$ cat src/rtl/cadder_chk_delay.sv
// Valid-tagged shift register that aligns launched vectors with the DUT's Z.
module cadder_chk_delay #(
  parameter int DEPTH = 2,
  parameter int PW    = 13
) (
  input  logic          clk,
  input  logic          rst_n,
  input  logic          in_valid,
  input  logic [PW-1:0] in_data,
  output logic          out_valid,
  output logic [PW-1:0] out_data
);

  logic [DEPTH-1:0] vld;
  logic [PW-1:0]    data [DEPTH];

  // Shift one stage per clock; reset empties every stage.
  always_ff @(posedge clk) begin
    if (!rst_n) begin
      vld <= '0;
      for (int i = 0; i < DEPTH; i++) data[i] <= '0;
    end else begin
      vld[0]  <= in_valid;
      data[0] <= in_data;
      for (int i = 1; i < DEPTH; i++) begin
        vld[i]  <= vld[i-1];
        data[i] <= data[i-1];
      end
    end
  end

  assign out_valid = vld[DEPTH-1];
  assign out_data  = data[DEPTH-1];

endmodule

$ cat config.mk
export PLATFORM = sky130hd
export DESIGN_NAME = cadder_chk_delay
export DESIGN_NICKNAME = d
export VERILOG_FILES = /design/src/rtl/cadder_chk_delay.sv
export SDC_FILE = /design/constraint.sdc
export NUM_CORES = 1
export LEC_CHECK = 0
export CORE_ASPECT_RATIO = 0.8
export CORE_MARGIN = 2
export CORE_UTILIZATION = 30
export CTS_BUF_LIST = sky130_fd_sc_hd__clkbuf_4 sky130_fd_sc_hd__clkbuf_8
export DETAILED_ROUTE_END_ITERATION = 16
export HOLD_SLACK_MARGIN = 0.12
export PLACE_DENSITY = 0.64
export SLEW_MARGIN = 10
export SYNTH_ARGS = -nofsm -noshare
export SYNTH_HDL_FRONTEND = slang
export SYNTH_SLANG_ARGS = --single-unit
$ cat constraint.sdc
create_clock -name clk -period 1 [get_ports clk]
set_input_delay 0.2 -clock clk [delete_from_list [all_inputs] [get_ports clk]]
set_output_delay 0.2 -clock clk [all_outputs]
set_load 0.03 [all_outputs]
==> results of run 1 <==
[flip-flops by register name, indices dropped and copies added (netlist names)]
name / flops
data: 26
vld: 2
[area by class of cell]
type | instances | share of cell area [%]
Clock buffer | 3 | 3.68
Multi-Input combinational cell | 28 | 18.1
Sequential cell | 28 | 49.9
Tap cell | 38 | 4.24
Timing Repair Buffer | 31 | 24.1
[stage by stage]
stage | power, mW | worst slack [ps] | utilization [%] | cell area (um2) | setup TNS (ps)
CTS | 1.96 | 38.0 | 40.3 | 1120 | 0
global route | 2.04 | 12.5 | 40.3 | 1120 | 0
global placement | 1.40 | -96.4 | 38.8 | 1080 | -2170
detailed placement | 1.40 | -97.9 | 38.8 | 1080 | -2210
floorplan | 1.33 | 341 | - | 883 | 0
finish | 1.93 | 58.8 | 40.3 | 1120 | 0
[synth_stat cells]
cell / n / area, um2
sky130_fd_sc_hd__and2_2: 22 / 165
sky130_fd_sc_hd__dfxtp_1: 28 / 561
sky130_fd_sc_hd__buf_4: 13 / 97.6
sky130_fd_sc_hd__and2_1: 6 / 37.5
sky130_fd_sc_hd__buf_6: 2 / 22.5
[where the power goes]
part           leakage [nW]  switching [mW]  internal, mW
Sequential            0.232         0.00978          1.17
Clock                0.0216           0.287         0.269
Combinational         0.235          0.0797         0.115
[metal layers]
layer	global-route usage, %	routed length (um)
met1	7.70	430
met2	12.3	509
met3	1.94	76
met4	6.38	19
met5	0	0
[placed cells by master, fill, tap and decap left out, drive strengths merged]
cell,synthesis,final
clkdlybuf4s50,0,15
buf,15,16
clkbuf,0,3
and2,28,28
dfxtp,28,28
[logic make-up after synthesis]
kind of cell	share of synthesized area [%]
DFF	63.5
and+or+nand+nor	22.9
buffers and inverters	13.6
[path summary, 6_finish.rpt]
kind               start  slack (ps)           end  cells past startpoint
min           data[0][9]         430   data[0][22]                      1
max reg2reg       vld[0]         430        vld[1]                      1
max          data[0][24]          60  out_data[11]                      1
min reg2reg   data[0][9]         430   data[0][22]                      1
==> run summary, run 1 <==
=================================================================================
Status                                                               complete, no violations
Worst Skew                                                                1.75 ps
Total leakage power                                                      0.489 nW
Number of different library cells in the post-synthesis netlist                 5
Starting Density                                                            31.7%
Number of maximum-capacitance constraint violations                             0
Category of the most critical setup path                             flip-flop to primary output
Post-synthesis sequential area ratio                                        63.5%
CP startpoint kind                                                      flip-flop
DRT iter0 DRCs                                                                 14
Final Non-Filler Cells                                                        128
DP Cell Count                                                                 125
TritonCTS clock tree                                                         done
Cell at the root of the clock tree                                   sky130_fd_sc_hd__clkbuf_8
Arrival @ worst endpoint                                                   740 ps
Post-cts hold buffer count                                                      0
Number of top-level design ports                                               30
Fin. max-slew vios                                                              0
Number of gates resized after cts                                               0
Number of nets still failing antenna checks after routing                       0
Hold WS                                                                    434 ps
Cell family with the largest share of critical-path delay              flip-flops
Worst-Skew Late Latency                                                    260 ps
Die Width                                                                 64.7 um
Remaining global-route overflow                                                 0
Gp weighted congestion                                                      0.596
Cell with the largest stage delay on the worst path                  sky130_fd_sc_hd__dfxtp_1
Number of global-route vias before repair                                     418
Stage delay of the slowest cell on the critical path                       330 ps
Wirelength per Cell                                                       8.09 um
Number of instances in the synthesized netlist                                 71
Critical path endpoint category                                      primary output
Total Routed Length                                                       1040 um
Max-Slew Margin vs Limit                                                    92.0%
Number of buffer and inverter instances along the worst setup path              1
Transition at the pin with the smallest max-transition slack               120 ps
Clock net sink count                                                           28
Count of state elements after synthesis                                        28
Fillers                                                                       283
Summed instance area of the synthesized netlist                           883 um2
Site row count                                                                 17
Vias per cell                                                                3.51
Cell-by-cell listing of the critical path                                   buf_4
DRC violation count after routing                                               0
Die Y-Extent                                                              52.5 um
DIE AREA                                                                 3400 um2
Number of failing hold endpoints at the final stage                             0
Core region area                                                         2790 um2
Achievable clock frequency                                               1060 MHz
Unrepaired setup endpoints after global routing                                no
Via count                                                                     449
Synthesized net count                                                          87
Largest vdd supply drop                                                  0.513 mV
Combined global-route utilization of all metal layers                       7.32%
Max Root-Sink Buffers                                                           2
Critical-path maximum fanout                                                    1
Endpoint required time on the critical path                                800 ps
Number of antenna cells inserted                                                0
Post-CTS setup-driven buffer insertion count                                    0
Final Setup Violations                                                          0
Number of clock buffers inserted by TritonCTS                                   3
Storage element area                                                      561 um2
Final min period                                                           941 ps
Area occupied by multi-input gates                                        203 um2
Mean instance size in the synthesized netlist                            12.4 um2
Global-route wire length before repair                                    1790 um
Fraction of final layout cells sized beyond drive strength 1                45.6%
Worst min-delay path category                                        flip-flop to flip-flop
Layout net count                                                              108
First-pass detailed-route iteration total                                       3
Number of antenna violations at the first check in global routing               0
Clock transition at the registers of the reported paths                     80 ps
Cell Pwr Density                                                      1720 nW/um2
Synth Warn #                                                                    0
Pin count of the biggest net entering global routing                           19
CTS H-tree depth                                                                1
P&R area growth vs syn                                                      27.1%
Post-route fraction of the period consumed by the critical path             94.1%
Port Buf Inserts                                                               29
=================================================================================
No activity file was read; power rests on OpenSTA's default activity.
==> run 2, diff against run 1 <==
--- a/config.mk
+++ b/config.mk
@@ -12,6 +12,7 @@
 export DETAILED_ROUTE_END_ITERATION = 16
 export HOLD_SLACK_MARGIN = 0.12
 export PLACE_DENSITY = 0.64
+export RECOVER_POWER = 100
 export SLEW_MARGIN = 10
 export SYNTH_ARGS = -nofsm -noshare
 export SYNTH_HDL_FRONTEND = slang
==> run 2 against run 1 <==
Against the previous run:
- cell count stayed put
- worst setup slack worse by 6.3 ps
- total power is 0.31% lower
- register-to-register slack hardly changed
- sequential power hardly changed
- critical endpoint is now out_data[3]
- largest power group unchanged
==> run summary, run 2 (synthesis gave the netlist of run 1 again) <==
=====================================================================================
Finished Core Util                                                              40.0%   was 40.3%
Met1 Wirelength                                                                408 um   was 430 um
First-pass detailed-route iteration total                                           2   was 3
Reg2Reg Capture Point                                                          vld[1]   unchanged
Post-CTS setup-driven buffer insertion count                                        0   unchanged
Fin. max-slew vios                                                                  0   unchanged
Setup tns final                                                                  0 ps   unchanged
Worst setup slack before clock tree synthesis                                -97.9 ps   unchanged
Pin count of the biggest net entering global routing                               19   unchanged
Final Setup Violations                                                              0   unchanged
Routed length on met3                                                           74 um   was 76 um
Combined global-route utilization of all metal layers                           7.32%   unchanged
Critical-path maximum fanout                                                        1   unchanged
CTS H-tree depth                                                                    1   unchanged
Wirelength per Cell                                                           7.99 um   was 8.09 um
Instance area after placement                                                1080 um2   unchanged
Gp weighted congestion                                                          0.596   unchanged
Post-cts hold buffer count                                                          0   unchanged
Number of buffer and inverter instances along the worst setup path                  1   unchanged
Post-Layout Inst Area                                                        1110 um2   was 1120 um2
Cell-by-cell listing of the critical path                                       buf_2   was buf_4
Worst min-delay path category                                            flip-flop to flip-flop   unchanged
Flip-flop count of the largest register, all copies and words added                26   unchanged
Number of clock buffers inserted by TritonCTS                                       3   unchanged
Via count                                                                         450   was 449
Max-Slew Margin vs Limit                                                        85.6%   was 92.0%
Clock net sink count                                                               28   unchanged
Cell at the root of the clock tree                                       sky130_fd_sc_hd__clkbuf_8   unchanged
Fraction of final layout cells sized beyond drive strength 1                    45.6%   unchanged
Number of antenna cells inserted                                                    0   unchanged
Cell Pwr Density                                                          1720 nW/um2   about the same
Number of global-route vias before repair                                         418   unchanged
FF-to-FF setup slack                                                           430 ps   about the same
Post-layout power                                                             1.92 mW   was 1.93 mW
Endpoint required time on the critical path                                    800 ps   about the same
Number of gates resized after cts                                                   0   unchanged
Site row count                                                                     17   unchanged
Minimum setup slack in the final design                                       52.4 ps   was 58.8 ps
Category of the most critical setup path                                 flip-flop to primary output   unchanged
Number of failing hold endpoints at the final stage                                 0   unchanged
Most frequent cells in the layout                                        sky130_fd_sc_hd__dfxtp_1, sky130_fd_sc_hd__and2_2, sky130_fd_sc_hd__clkdlybuf4s50_1   was sky130_fd_sc_hd__dfxtp_1, sky130_fd_sc_hd__and2_2, sky130_fd_sc_hd__buf_4
Leading registers by flop count                                          data: 26 flops, vld: 2 flops   unchanged
DRC violation count after routing                                                   0   unchanged
Number of top-level design ports                                                   30   unchanged
Number of maximum-capacitance constraint violations                                 0   unchanged
FF-to-FF Start                                                                 vld[0]   unchanged
Global-route wire length before repair                                        1790 um   unchanged
Final min period                                                               948 ps   was 941 ps
P&R area growth vs syn                                                          26.2%   was 27.1%
Critical path endpoint category                                          primary output   unchanged
Most frequent standard cell in the layout excluding fill and tap cells   sky130_fd_sc_hd__dfxtp_1   unchanged
Achievable clock frequency                                                   1060 MHz   about the same
Arrival @ worst endpoint                                                       750 ps   was 740 ps
Sink of the worst hold path                                               data[0][22]   unchanged
Hold path cells                                                                     1   unchanged
Largest vdd supply drop                                                      0.514 mV   was 0.513 mV
Number of cells on the worst reg-to-reg path                                        1   unchanged
Total Routed Length                                                           1020 um   was 1040 um
TritonCTS clock tree                                                             done   unchanged
Clock transition at the registers of the reported paths                         80 ps   about the same
Number of nets still failing antenna checks after routing                           0   unchanged
Cell family with the largest share of critical-path delay                  flip-flops   unchanged
Cell with the largest stage delay on the worst path                      sky130_fd_sc_hd__dfxtp_1   unchanged
Post-route fraction of the period consumed by the critical path                 94.8%   was 94.1%
Remaining global-route overflow                                                     0   unchanged
Status                                                                   complete, no violations   unchanged
Transition at the pin with the smallest max-transition slack                   216 ps   was 120 ps
CP startpoint kind                                                          flip-flop   unchanged
Worst-Skew Late Latency                                                        260 ps   about the same
Die Width                                                                     64.7 um   unchanged
Unrepaired setup endpoints after global routing                                    no   unchanged
Starting Density                                                                31.7%   unchanged
Highest routed layer                                                             met4   unchanged
Largest register by flop count                                                   data   unchanged
Stage delay of the slowest cell on the critical path                           310 ps   was 330 ps
Core region area                                                             2790 um2   unchanged
Number of antenna violations at the first check in global routing                   0   unchanged
DRT iter0 DRCs                                                                     18   was 14
DIE AREA                                                                     3400 um2   unchanged
Die Y-Extent                                                                  52.5 um   unchanged
Port Buf Inserts                                                                   29   unchanged
Start point of the worst min-delay path                                    data[0][9]   unchanged
Max Root-Sink Buffers                                                               2   unchanged
Worst Skew                                                                   0.865 ps   was 1.75 ps
Layout net count                                                                  108   unchanged
Total leakage power                                                          0.485 nW   was 0.489 nW
Vias per cell                                                                    3.52   was 3.51
Routed length on met2                                                          520 um   was 509 um
=====================================================================================
run 2: cell type report:
class                   count  area (um2)
clock buffers               3        41.3
well taps                  38        47.5
multi-input cells          28         203
repair buffers             31         263
flip-flops and latches     28         561
fillers                   285        1670
run 2: routing by layer:
layer | global-route usage (%) | vias to the layer above
met5 | 0 | -
met4 | 6.38 | 0
met3 | 1.94 | 2
met2 | 12.3 | 17
met1 | 7.70 | 194
li1 | - | 237
run 2: metrics by stage:
stage | hold slack (ps) | cells
floorplan | 327 | 71
global placement | 418 | 125
detailed placement | 419 | 125
CTS | 438 | 128
global route | 469 | 128
finish | 435 | 128
run 2: report_power, final:
group / switching [mW] / total, mW / internal (mW)
combinational: 0.0793 / 0.190 / 0.111
clock: 0.286 / 0.555 / 0.269
sequential: 0.00973 / 1.18 / 1.17
run 2: worst max path at each step:
stage / start / endpoint / slack [ps] / depth (start not counted)
after floorplan: vld[1] / out_valid / 340 / 0
after global routing: data[0][25] / out_data[12] / 10 / 1
final: data[0][16] / out_data[3] / 50 / 1
after detailed placement: rst_n / data[0][8] / -100 / 3
after global placement: rst_n / data[0][15] / -100 / 3
after CTS: data[0][24] / out_data[11] / 40 / 1
